==> config.mk <==
export PLATFORM = sky130hd
export DESIGN_NAME = ppa_arb
export DESIGN_NICKNAME = d
export VERILOG_FILES = /design/src/rtl/ppa_pkg.sv /design/src/rtl/ppa_8.sv /design/src/rtl/ppa_rr_pick.sv /design/src/rtl/ppa_arb.sv
export SDC_FILE = /design/constraint.sdc
export NUM_CORES = 1
export LEC_CHECK = 0
export BUFFER_PORTS_ARGS = -buffer_cell sky130_fd_sc_hd__clkbuf_2
export CORE_UTILIZATION = 54
export CTS_BUF_LIST = sky130_fd_sc_hd__clkbuf_8
export CTS_CLUSTER_SIZE = 30
export DETAILED_ROUTE_END_ITERATION = 12
export PLACE_DENSITY = 0.88
export SETUP_SLACK_MARGIN = 0.1
export SYNTH_ARGS = -nofsm -noshare
export SYNTH_HDL_FRONTEND = slang
export SYNTH_SLANG_ARGS = --single-unit
==> constraint.sdc <==
create_clock -name clk -period 10.26 [get_ports clk]
set_input_delay 0 -clock clk [delete_from_list [all_inputs] [get_ports clk]]
set_output_delay 0 -clock clk [all_outputs]
set_load 0.01 [all_outputs]
==> src/rtl/ppa_pkg.sv <==
// Shared definitions for the shared-adder scheduler: widths, lock state and operand slicing.
package ppa_pkg;

  localparam int ADD_W   = 7;
  localparam int MAX_REQ = 8;
  localparam int IDX_W   = 3;

  typedef enum logic {
    LK_UNLOCKED = 1'b0,
    LK_LOCKED   = 1'b1
  } lock_state_e;

  // Extract requester idx's operand from a bus zero-extended to MAX_REQ slots.
  function automatic logic [ADD_W-1:0] op_slice(input logic [ADD_W*MAX_REQ-1:0] bus,
                                                input logic [IDX_W-1:0]         idx);
    return bus[idx*ADD_W +: ADD_W];
  endfunction

endpackage

==> src/rtl/ppa_8.sv <==
// Kogge-Stone parallel-prefix adder, ADD_W bits wide; sum wraps, carry-out is dropped.
module ppa_8
  import ppa_pkg::*;
(
  input  logic [ADD_W-1:0] a_i,
  input  logic [ADD_W-1:0] b_i,
  input  logic             cin_i,
  output logic [ADD_W-1:0] sum_o
);

  logic [3:0][ADD_W-1:0] g_lv;
  logic [3:0][ADD_W-1:0] p_lv;
  logic [ADD_W-1:0]      carry;

  // Prefix tree over spans 1,2,4, then fold carry-in into every bit position.
  always_comb begin
    g_lv    = '0;
    p_lv    = '0;
    carry   = '0;
    g_lv[0] = a_i & b_i;
    p_lv[0] = a_i ^ b_i;
    for (int lv = 1; lv < 4; lv++) begin
      for (int i = 0; i < ADD_W; i++) begin
        if (i >= (1 << (lv - 1))) begin
          g_lv[lv][i] = g_lv[lv-1][i] | (p_lv[lv-1][i] & g_lv[lv-1][i - (1 << (lv - 1))]);
          p_lv[lv][i] = p_lv[lv-1][i] & p_lv[lv-1][i - (1 << (lv - 1))];
        end else begin
          g_lv[lv][i] = g_lv[lv-1][i];
          p_lv[lv][i] = p_lv[lv-1][i];
        end
      end
    end
    carry[0] = cin_i;
    for (int i = 1; i < ADD_W; i++) begin
      carry[i] = g_lv[3][i-1] | (p_lv[3][i-1] & cin_i);
    end
    sum_o = p_lv[0] ^ carry;
  end

endmodule

==> src/rtl/ppa_rr_pick.sv <==
// Round-robin pick: first set bit of vec_i starting at ptr_i and wrapping modulo NREQ.
module ppa_rr_pick #(
  parameter int NREQ = 4,
  parameter int IDW  = $clog2(NREQ)
) (
  input  logic [NREQ-1:0] vec_i,
  input  logic [IDW-1:0]  ptr_i,
  output logic [IDW-1:0]  idx_o,
  output logic            found_o
);

  logic [IDW-1:0] cand;

  // Scan from farthest to nearest so the nearest hit to ptr_i is the last one written.
  always_comb begin
    idx_o   = '0;
    found_o = 1'b0;
    cand    = '0;
    for (int k = NREQ - 1; k >= 0; k--) begin
      cand = IDW'((int'(ptr_i) + k) % NREQ);
      if (vec_i[cand]) begin
        idx_o   = cand;
        found_o = 1'b1;
      end
    end
  end

endmodule

==> src/rtl/ppa_arb.sv <==
// Round-robin scheduler sharing one prefix adder among NREQ requesters, with locked bursts.
module ppa_arb
  import ppa_pkg::*;
#(
  parameter int NREQ     = 4,
  parameter int IDW      = $clog2(NREQ),
  parameter int LOCK_MAX = 15
) (
  input  logic                  clk,
  input  logic                  rst_n,
  input  logic [NREQ-1:0]       req_valid,
  output logic [NREQ-1:0]       req_ready,
  input  logic [ADD_W*NREQ-1:0] req_a,
  input  logic [ADD_W*NREQ-1:0] req_b,
  input  logic [NREQ-1:0]       req_cin,
  input  logic [NREQ-1:0]       req_lock,
  output logic                  rsp_valid,
  input  logic                  rsp_ready,
  output logic [ADD_W-1:0]      rsp_sum,
  output logic [IDW-1:0]        rsp_id,
  output logic                  lock_err
);

  lock_state_e          lk_state_q, lk_state_d;
  logic [IDW-1:0]       owner_q, owner_d;
  logic [7:0]           idle_q, idle_d;
  logic [IDW-1:0]       ptr_q, ptr_d;
  logic                 rsp_valid_q, rsp_valid_d;
  logic [ADD_W-1:0]     rsp_sum_q, rsp_sum_d;
  logic [IDW-1:0]       rsp_id_q, rsp_id_d;
  logic                 lock_err_q, lock_err_d;

  logic [IDW-1:0]       rr_idx;
  logic                 rr_found;
  logic [IDW-1:0]       grant;
  logic                 found;
  logic                 can_issue;
  logic                 accept;
  logic [ADD_W*MAX_REQ-1:0] a_bus, b_bus;
  logic [ADD_W-1:0]     add_a, add_b, add_sum;
  logic                 add_cin;

  function automatic logic [IDW-1:0] wrap_inc(input logic [IDW-1:0] idx);
    return (int'(idx) == NREQ - 1) ? '0 : idx + 1'b1;
  endfunction

  ppa_rr_pick #(.NREQ(NREQ), .IDW(IDW)) u_pick (
    .vec_i   (req_valid),
    .ptr_i   (ptr_q),
    .idx_o   (rr_idx),
    .found_o (rr_found)
  );

  // Grant: a held lock restricts eligibility to its owner, otherwise round-robin.
  always_comb begin
    if (lk_state_q == LK_LOCKED) begin
      grant = owner_q;
      found = req_valid[owner_q];
    end else begin
      grant = rr_idx;
      found = rr_found;
    end
  end

  assign can_issue = !rsp_valid_q || rsp_ready;
  assign accept    = found && can_issue;
  assign req_ready = accept ? (NREQ'(1) << grant) : '0;

  // Route the granted requester's operands to the shared adder.
  always_comb begin
    a_bus                   = '0;
    b_bus                   = '0;
    a_bus[ADD_W*NREQ-1:0]   = req_a;
    b_bus[ADD_W*NREQ-1:0]   = req_b;
  end

  assign add_a   = op_slice(a_bus, IDX_W'(grant));
  assign add_b   = op_slice(b_bus, IDX_W'(grant));
  assign add_cin = req_cin[grant];

  ppa_8 u_add (
    .a_i   (add_a),
    .b_i   (add_b),
    .cin_i (add_cin),
    .sum_o (add_sum)
  );

  // Lock FSM and priority pointer; an owner accept always beats a timeout in the same cycle.
  always_comb begin
    lk_state_d = lk_state_q;
    owner_d    = owner_q;
    idle_d     = idle_q;
    ptr_d      = ptr_q;
    lock_err_d = 1'b0;
    case (lk_state_q)
      LK_UNLOCKED: begin
        if (accept) begin
          ptr_d = wrap_inc(grant);
          if (req_lock[grant]) begin
            lk_state_d = LK_LOCKED;
            owner_d    = grant;
            idle_d     = '0;
          end
        end
      end
      LK_LOCKED: begin
        if (accept) begin
          idle_d = '0;
          if (!req_lock[grant]) begin
            lk_state_d = LK_UNLOCKED;
            ptr_d      = wrap_inc(owner_q);
          end
        end else if (idle_q == 8'(LOCK_MAX - 1)) begin
          lk_state_d = LK_UNLOCKED;
          ptr_d      = wrap_inc(owner_q);
          idle_d     = '0;
          lock_err_d = 1'b1;
        end else begin
          idle_d = idle_q + 8'd1;
        end
      end
      default: lk_state_d = LK_UNLOCKED;
    endcase
  end

  // Response register: a new accept overwrites, otherwise a drain clears valid.
  always_comb begin
    rsp_valid_d = rsp_valid_q;
    rsp_sum_d   = rsp_sum_q;
    rsp_id_d    = rsp_id_q;
    if (accept) begin
      rsp_valid_d = 1'b1;
      rsp_sum_d   = add_sum;
      rsp_id_d    = grant;
    end else if (rsp_ready) begin
      rsp_valid_d = 1'b0;
    end
  end

  // State registers with synchronous active-low reset.
  always_ff @(posedge clk) begin
    if (!rst_n) begin
      lk_state_q  <= LK_UNLOCKED;
      owner_q     <= '0;
      idle_q      <= '0;
      ptr_q       <= '0;
      rsp_valid_q <= 1'b0;
      rsp_sum_q   <= '0;
      rsp_id_q    <= '0;
      lock_err_q  <= 1'b0;
    end else begin
      lk_state_q  <= lk_state_d;
      owner_q     <= owner_d;
      idle_q      <= idle_d;
      ptr_q       <= ptr_d;
      rsp_valid_q <= rsp_valid_d;
      rsp_sum_q   <= rsp_sum_d;
      rsp_id_q    <= rsp_id_d;
      lock_err_q  <= lock_err_d;
    end
  end

  assign rsp_valid = rsp_valid_q;
  assign rsp_sum   = rsp_sum_q;
  assign rsp_id    = rsp_id_q;
  assign lock_err  = lock_err_q;

endmodule

; ---- Yosys cells after proc, flatten, opt, wreduce, memory -nomap -nowiden
; Index checks and enable logic that the tools add are counted.
; W data, S select, Z words.
[op_classes]
add_sub_neg = 6
mul = 1
magnitude_cmp = 6
eq_ne = 7
shift = 3
mux = 45
n_bitwise = 50
n_reduce_logical = 8
[op_table]
columns = cell, count
row1 = $shiftx A56 B6 Y7, 2
row2 = $mux W8, 4
row3 = $and A1 B1 Y1, 28
row4 = $mux W2, 11
row5 = $mux W1, 19
row6 = $lt A2 B3 Y1 const B, 6
row7 = $or A1 B1 Y1, 17
row8 = $pmux W8 S2, 1
row9 = $bmux W1 S2, 7
row10 = $xor A7 B7 Y7, 2
row11 = $add A8 B1 Y8 const B, 1
row12 = $eq A8 B4 Y1 const B, 1
row13 = $add A2 B1 Y2 const B, 3
row14 = $and A6 B6 Y6, 1
row15 = $reduce_and A3 Y1, 2
row16 = $mul A2 B3 Y5 const B, 1
row17 = $add A2 B2 Y2 const B, 2
row18 = $eq A2 B1 Y1 const B, 2
row19 = $mux W4, 1
row20 = $ne A2 B2 Y1 const B, 2
row21 = $pmux W2 S2, 1
row22 = $shl A1 B2 Y4 const A, 1
row23 = $ne A3 B1 Y1 const B, 1
row24 = $ne A3 B3 Y1 const B, 1
row25 = other kinds (8), 9
[word_totals]
ff_bits = 24
input_bits = 71
output_inout_bits = 15
elab_cells = 134

; ---- Depth between registers and ports, before layout
[depth]
word_depth = 18
ltp_mapped = 16
depth_no_buf = 15

; ---- Hierarchy
; From an unflattened synthesis, not the netlist that was laid out.
[unflattened]
cells_unflattened = 299
area_unflattened_um2 = 2145.8
[by_module_without_submodules]
columns = module, n_inst, cells_per_inst, area_per_inst_um2, seq_area_each_um2
row1 = ppa_arb, 1, 252, 1773.0, 480.5
row2 = ppa_8, 1, 34, 295.3, 0.0
row3 = ppa_rr_pick, 1, 13, 77.6, 0.0

; ---- Worst setup path after synthesis
; Ideal clock, no wire load.
[synth_timing]
path_kind = register to register
startpoint = reg ptr_q[1]
endpoint = reg rsp_sum_q[5] (netlist: rsp_sum[5])
setup_time_ns = 0.079
arrival_time_ns = 3.225
required_ns = 10.181
setup_slack_ns = 6.956
stages_incl_launch_ff = 16
path_buffers = 2
period_less_slack_ns = 3.304
path_cell_list = dfxtp_1 > a21boi_1 > a211oi_2 > o221ai_2 > nand2_2 > clkbuf_1 > clkbuf_1 > nand2_1 > a31oi_1 > ha_1 > a21o_1 > a21o_1 > a21oi_1 > a21oi_1 > or3_1 > o211ai_1
[synth_via]
elab_chain_len = 18
elab_cells_between_ends = 44
classes_between = 3 x add/sub / 1 x mul / 2 x shift / 20 x mux / 17 x bitwise / 1 x reduce/logical
[synth_lines]
columns = element, line_no
row1 = start: declaration, ppa_arb.sv:27  ; logic [IDW-1:0] ptr_q, ptr_d;
row2 = start signal: assignment, ppa_arb.sv:155  ; ptr_q <= ptr_d;
row3 = $add A2 B2 Y2, ppa_rr_pick.sv:20  ; cand = IDW'((int'(ptr_i) + k) % NREQ);
row4 = $bmux W1 S2, ppa_rr_pick.sv:21  ; if (vec_i[cand]) begin
row5 = $mux W1 (implied by the code), ppa_rr_pick.sv:21
row6 = $mux W2 (4 in a row), ppa_rr_pick.sv:21
row7 = $mux W2, ppa_arb.sv:56  ; if (lk_state_q == LK_LOCKED) begin
row8 = $mul A2 B3 Y5, ppa_pkg.sv:16  ; return bus[idx*ADD_W +: ADD_W];
row9 = $shiftx A56 B6 Y7, ppa_pkg.sv:16
row10 = $xor A7 B7 Y7 / $and A6 B6 Y6 (equally long branches), "ppa_8.sv:21, ppa_8.sv:20"
row11 = $and A1 B1 Y1, ppa_8.sv:25  ; g_lv[lv][i] = g_lv[lv-1][i] | (p_lv[lv-1][i] & g_lv[lv-1][i - (1 << (lv - 1))]);
row12 = $or A1 B1 Y1, ppa_8.sv:25
row13 = $and A1 B1 Y1, ppa_8.sv:25
row14 = $or A1 B1 Y1 (2 in a row), ppa_8.sv:25
row15 = $or A1 B1 Y1, ppa_8.sv:35  ; carry[i] = g_lv[3][i-1] | (p_lv[3][i-1] & cin_i);
row16 = $xor A7 B7 Y7, ppa_8.sv:37  ; sum_o = p_lv[0] ^ carry;
row17 = end signal: assignment, ppa_arb.sv:157  ; rsp_sum_q <= rsp_sum_d;
row18 = end: declaration, ppa_arb.sv:29  ; logic [ADD_W-1:0] rsp_sum_q, rsp_sum_d;
; Parallel ways exist; a longest one is shown, timed or not. The select of a mux whose other input is x is not followed.
; A chain may end at the register's enable or synchronous reset.

; ---- Worst setup path in the final report
[layout_timing]
startpoint = reg lk_state_q
endpoint = reg rsp_sum_q[5] (netlist: rsp_sum[5])
[layout_via]
elab_chain_len = 11
elab_cells_between_ends = 25
classes_between = 1 x mul / 2 x shift / 4 x mux / 17 x bitwise / 1 x reduce/logical
[layout_lines]
columns = element, line_no
row1 = start: declaration, ppa_arb.sv:24  ; lock_state_e lk_state_q, lk_state_d;
row2 = start signal: assignment, ppa_arb.sv:152  ; lk_state_q <= lk_state_d;
row3 = $mux W2, ppa_arb.sv:56
row4 = $mul A2 B3 Y5, ppa_pkg.sv:16
row5 = $shiftx A56 B6 Y7, ppa_pkg.sv:16
row6 = $xor A7 B7 Y7 / $and A6 B6 Y6 (equally long branches), "ppa_8.sv:21, ppa_8.sv:20"
row7 = $and A1 B1 Y1, ppa_8.sv:25
row8 = $or A1 B1 Y1, ppa_8.sv:25
row9 = $and A1 B1 Y1, ppa_8.sv:25
row10 = $or A1 B1 Y1 (2 in a row), ppa_8.sv:25
row11 = $or A1 B1 Y1, ppa_8.sv:35
row12 = $xor A7 B7 Y7, ppa_8.sv:37
; Parallel ways exist; a longest one is shown, timed or not. The select of a mux whose other input is x is not followed.

==> results.toml <==
[yosys]
yosysWarnings = 0
yosys.area.top_type = "dfxtp_1"
synth_area_sq_um = 2110
synth-seq-cells = 24
synth_top_family_by_area = "simple AND/OR/NAND/NOR gates"
synth_area_leaders = "dfxtp_1 (23%), nand2_1 (10%), ha_1 (7.7%)"
synthTopCellsByCount = "nand2_1 (57), dfxtp_1 (24), a21oi_1 (17)"
seq_area_frac_synth_pct = 22.8
synth-xor-area-share_pct = 2.91
synth-simple-area-share_pct = 31.6
synth_most_common_cell = "nand2_1"
async_flop_share_pct = 0
muxShareOfSynthArea_pct = 5.16
synth_flop_cell = "dfxtp_1"
synth_cell_types = 58
synth_top_cell_area_share_pct = 22.8
synthCells = 281
synth_compound_area_share_pct = 23.5
synth_edf_count = 0
synthAdderAreaFrac_pct = 8.66
syn_area_per_cell_sq_um = 7.51
synth_fp_nets = 366

[worst_setup_path]
crit_slowest_cell = "dfxtp_1"
start_kind = "flop"
critPathMaxFanout = 31
cpLargestDelayFamily = "compound AO/OA/AOI/OAI gates"
critical_path_buf_inv_count = 2
r2r_setup_slack_ns = 6.07
endpoint_kind = "flop"
cp.depth = 14
r2r-start = "lk_state_q$_SDFF_PN0_"
arrival_ns = 4.39
crit_required_ns = 10.46
path_class = "reg2reg"
critical_path.max_stage_delay_ns = 0.69
r2r_end = "rsp_sum[5]$_SDFFE_PN0P_"
worstPathCellList = "inv_1, o221ai_2, nand2_2, inv_1, nand2_1, and3_1, a31oi_1, ha_1, a21o_1, a21o_1, a21oi_1, a21oi_1, or3_1, o211ai_1"
reg2reg_depth = 14

[place]
place_hpwl_mm = 4.15
pre_cts_slack_ns = 6.16
place.gp.congestion = 0.833
io_buffers = 85

[timing]
fmax_mhz = 239
skew_ns = 0.00208
finalHoldViolCount = 0
worstMarginPinSlew_ns = 0.698
setup_viol = 0
timing.slew.headroom_pct = 53.4
period_share_pct = 40.8
setup_slack_ns = 6.07
slew_viol_final = 0
min_period_ns = 4.19
fin_setup_tns_ns = 0
rsz0062_at_grt = "false"

[floorplanning]
rows = 22
start_util_pct = 56.8
fp.dieW_um = 64.5
dieArea_sq_um = 4160
core-area_sq_um = 3720
pin_count = 86
die-height_um = 64.5

[cts]
htreeDepth = 1
ctsHoldBuffers = 0
cts-resized-gates = 0
clockRootBuffer = "clkbuf_8"
cts_tree = "done"
insertion_delay_ns = 0.27
cts_buffers = 3
clk_pin_slew_ns = 0.08
cts.sinks = 24
clk_path_buf_depth = 2
postCtsSetupRepairBufs = 0

[power]
p_sw_mw = 0.464
internal-power_mw = 0.443
pwr-share-seq_pct = 16.1
netSwitchingFraction_pct = 51.1
clockPowerShare_pct = 7.2
p_per_area_nw_per_um2 = 351
vdd_ir_drop_max_uv = 235
p_leak_nw = 1.29
power_frac_comb_pct = 76.7

[routing]
drt_iter0_markers = 112
remaining_drc_errors = 0
antenna_left = 0
viasPerCell = 5.72
wirelength_mm = 5.23
vias = 2311
firstDrtPassIters = 4
wl_per_cell_um = 12.9

[worst_hold_path]
hold_start = "rsp_ready"
hp-class = "in2reg"
hold_depth = 4
hold_end = "rsp_valid$_SDFFE_PN0P_"

[finish]
syn_to_final_growth_pct = 22.5
diodes = 0
nNetsFinal = 442
layout-drive-gt1-share_pct = 28.1

[grt]
grt_max_degree = 32
grt.total_usage_pct = 25.0
grt_overflow = 0
antenna_found_initial = 0
grt_pass1_wl_mm = 8.38
grt_pass1_vias = 2006

[status]
outcome = "completed"

[run]
maxCapViolCount = 0
[cell families (layout without fill, tap and decap cells)]
logic type / after synthesis / count (layout)
AO/OA/AOI/OAI: 68 / 68
XOR/XNOR: 7 / 7
adder cells (fa/ha/maj): 14 / 14
buffers and inverters: 26 / 101
flip-flops: 24 / 24
multiplexers: 8 / 8
AND/OR/NAND/NOR: 134 / 134
[through the flow]
step	std cells	util, %	total power [mW]	hold WS (ns)	cell area (sq um)
final	404	69.6	0.907	0.0384	2580
after global routing	404	69.6	0.991	0.103	2580
after CTS	404	69.6	0.903	0.0452	2580
after detailed placement	400	68.1	0.833	0.327	2530
after global placement	400	68.1	0.812	0.327	2530
after floorplan	281	-	0.696	0.188	2110
[worst min-delay path, delay by kind of cell]
kind,cells,cell delay (ns)
AND/OR/NAND/NOR,3,0.19
buffers and inverters,1,0.07
[cell usage in the layout, fill, tap and decap left out, types with 3 or more instances in the layout]
cell type  count
clkbuf_2      85
nand2_1       57
dfxtp_1       24
a21oi_1       17
nor2_1        16
and3_1        13
ha_1          13
a31oi_1       12
inv_1         11
nand3_1       10
or3_1          6
mux2i_1        6
and2_1         5
xor2_1         5
o31ai_1        5
a211oi_1       4
a21o_1         4
or4_1          4
clkbuf_8       4
nor2b_1        3
nand2b_1       3
o21ai_0        3
o211a_1        3
o211ai_1       3
[layer usage]
| metal | track usage, % | wire length, um |
|---|---|---|
| met3 | 2.29 | 329 |
| met4 | 8.89 | 73 |
| met2 | 43.2 | 2540 |
| met5 | 0 | 0 |
| met1 | 32.2 | 2280 |
[flip-flops by register name (all words and copies together) (netlist names)]
name / count
owner_q: 2
rsp_id: 2
lock_err: 1
idle_q: 8
rsp_sum: 7
lk_state_q: 1
ptr_q: 2
rsp_valid: 1
[area by class of cell]
class | count | area [sq um]
timing repair buffer | 86 | 433
inverter | 11 | 41.3
sequential | 24 | 480
fill | 300 | 1130
tap | 48 | 60.1
multi-input combinational | 231 | 1520
clock buffer | 4 | 55.1
[power by group through the flow]
stage,clock network [mW],registers (mW),logic (mW)
6_report,0.0651,0.146,0.696
5_1_grt,0.0701,0.150,0.771
4_1_cts,0.0651,0.145,0.693
3_5_place_dp,0,0.148,0.686
3_3_place_gp,0,0.147,0.665
2_1_floorplan,0,0.144,0.552
[worst max path at each step]
stage	endpoint	from	slack [ns]
after detailed placement	rsp_sum[5]$_SDFFE_PN0P_	lk_state_q$_SDFF_PN0_	6.16
after floorplan	rsp_sum[5]$_SDFFE_PN0P_	ptr_q[1]$_SDFFE_PN0P_	6.96
after CTS	rsp_sum[5]$_SDFFE_PN0P_	lk_state_q$_SDFF_PN0_	6.11
after global placement	rsp_sum[5]$_SDFFE_PN0P_	lk_state_q$_SDFF_PN0_	6.29
after global routing	rsp_sum[6]$_SDFFE_PN0P_	lk_state_q$_SDFF_PN0_	5.69
final	rsp_sum[5]$_SDFFE_PN0P_	lk_state_q$_SDFF_PN0_	6.07
Power figures use the tool's default switching activity.
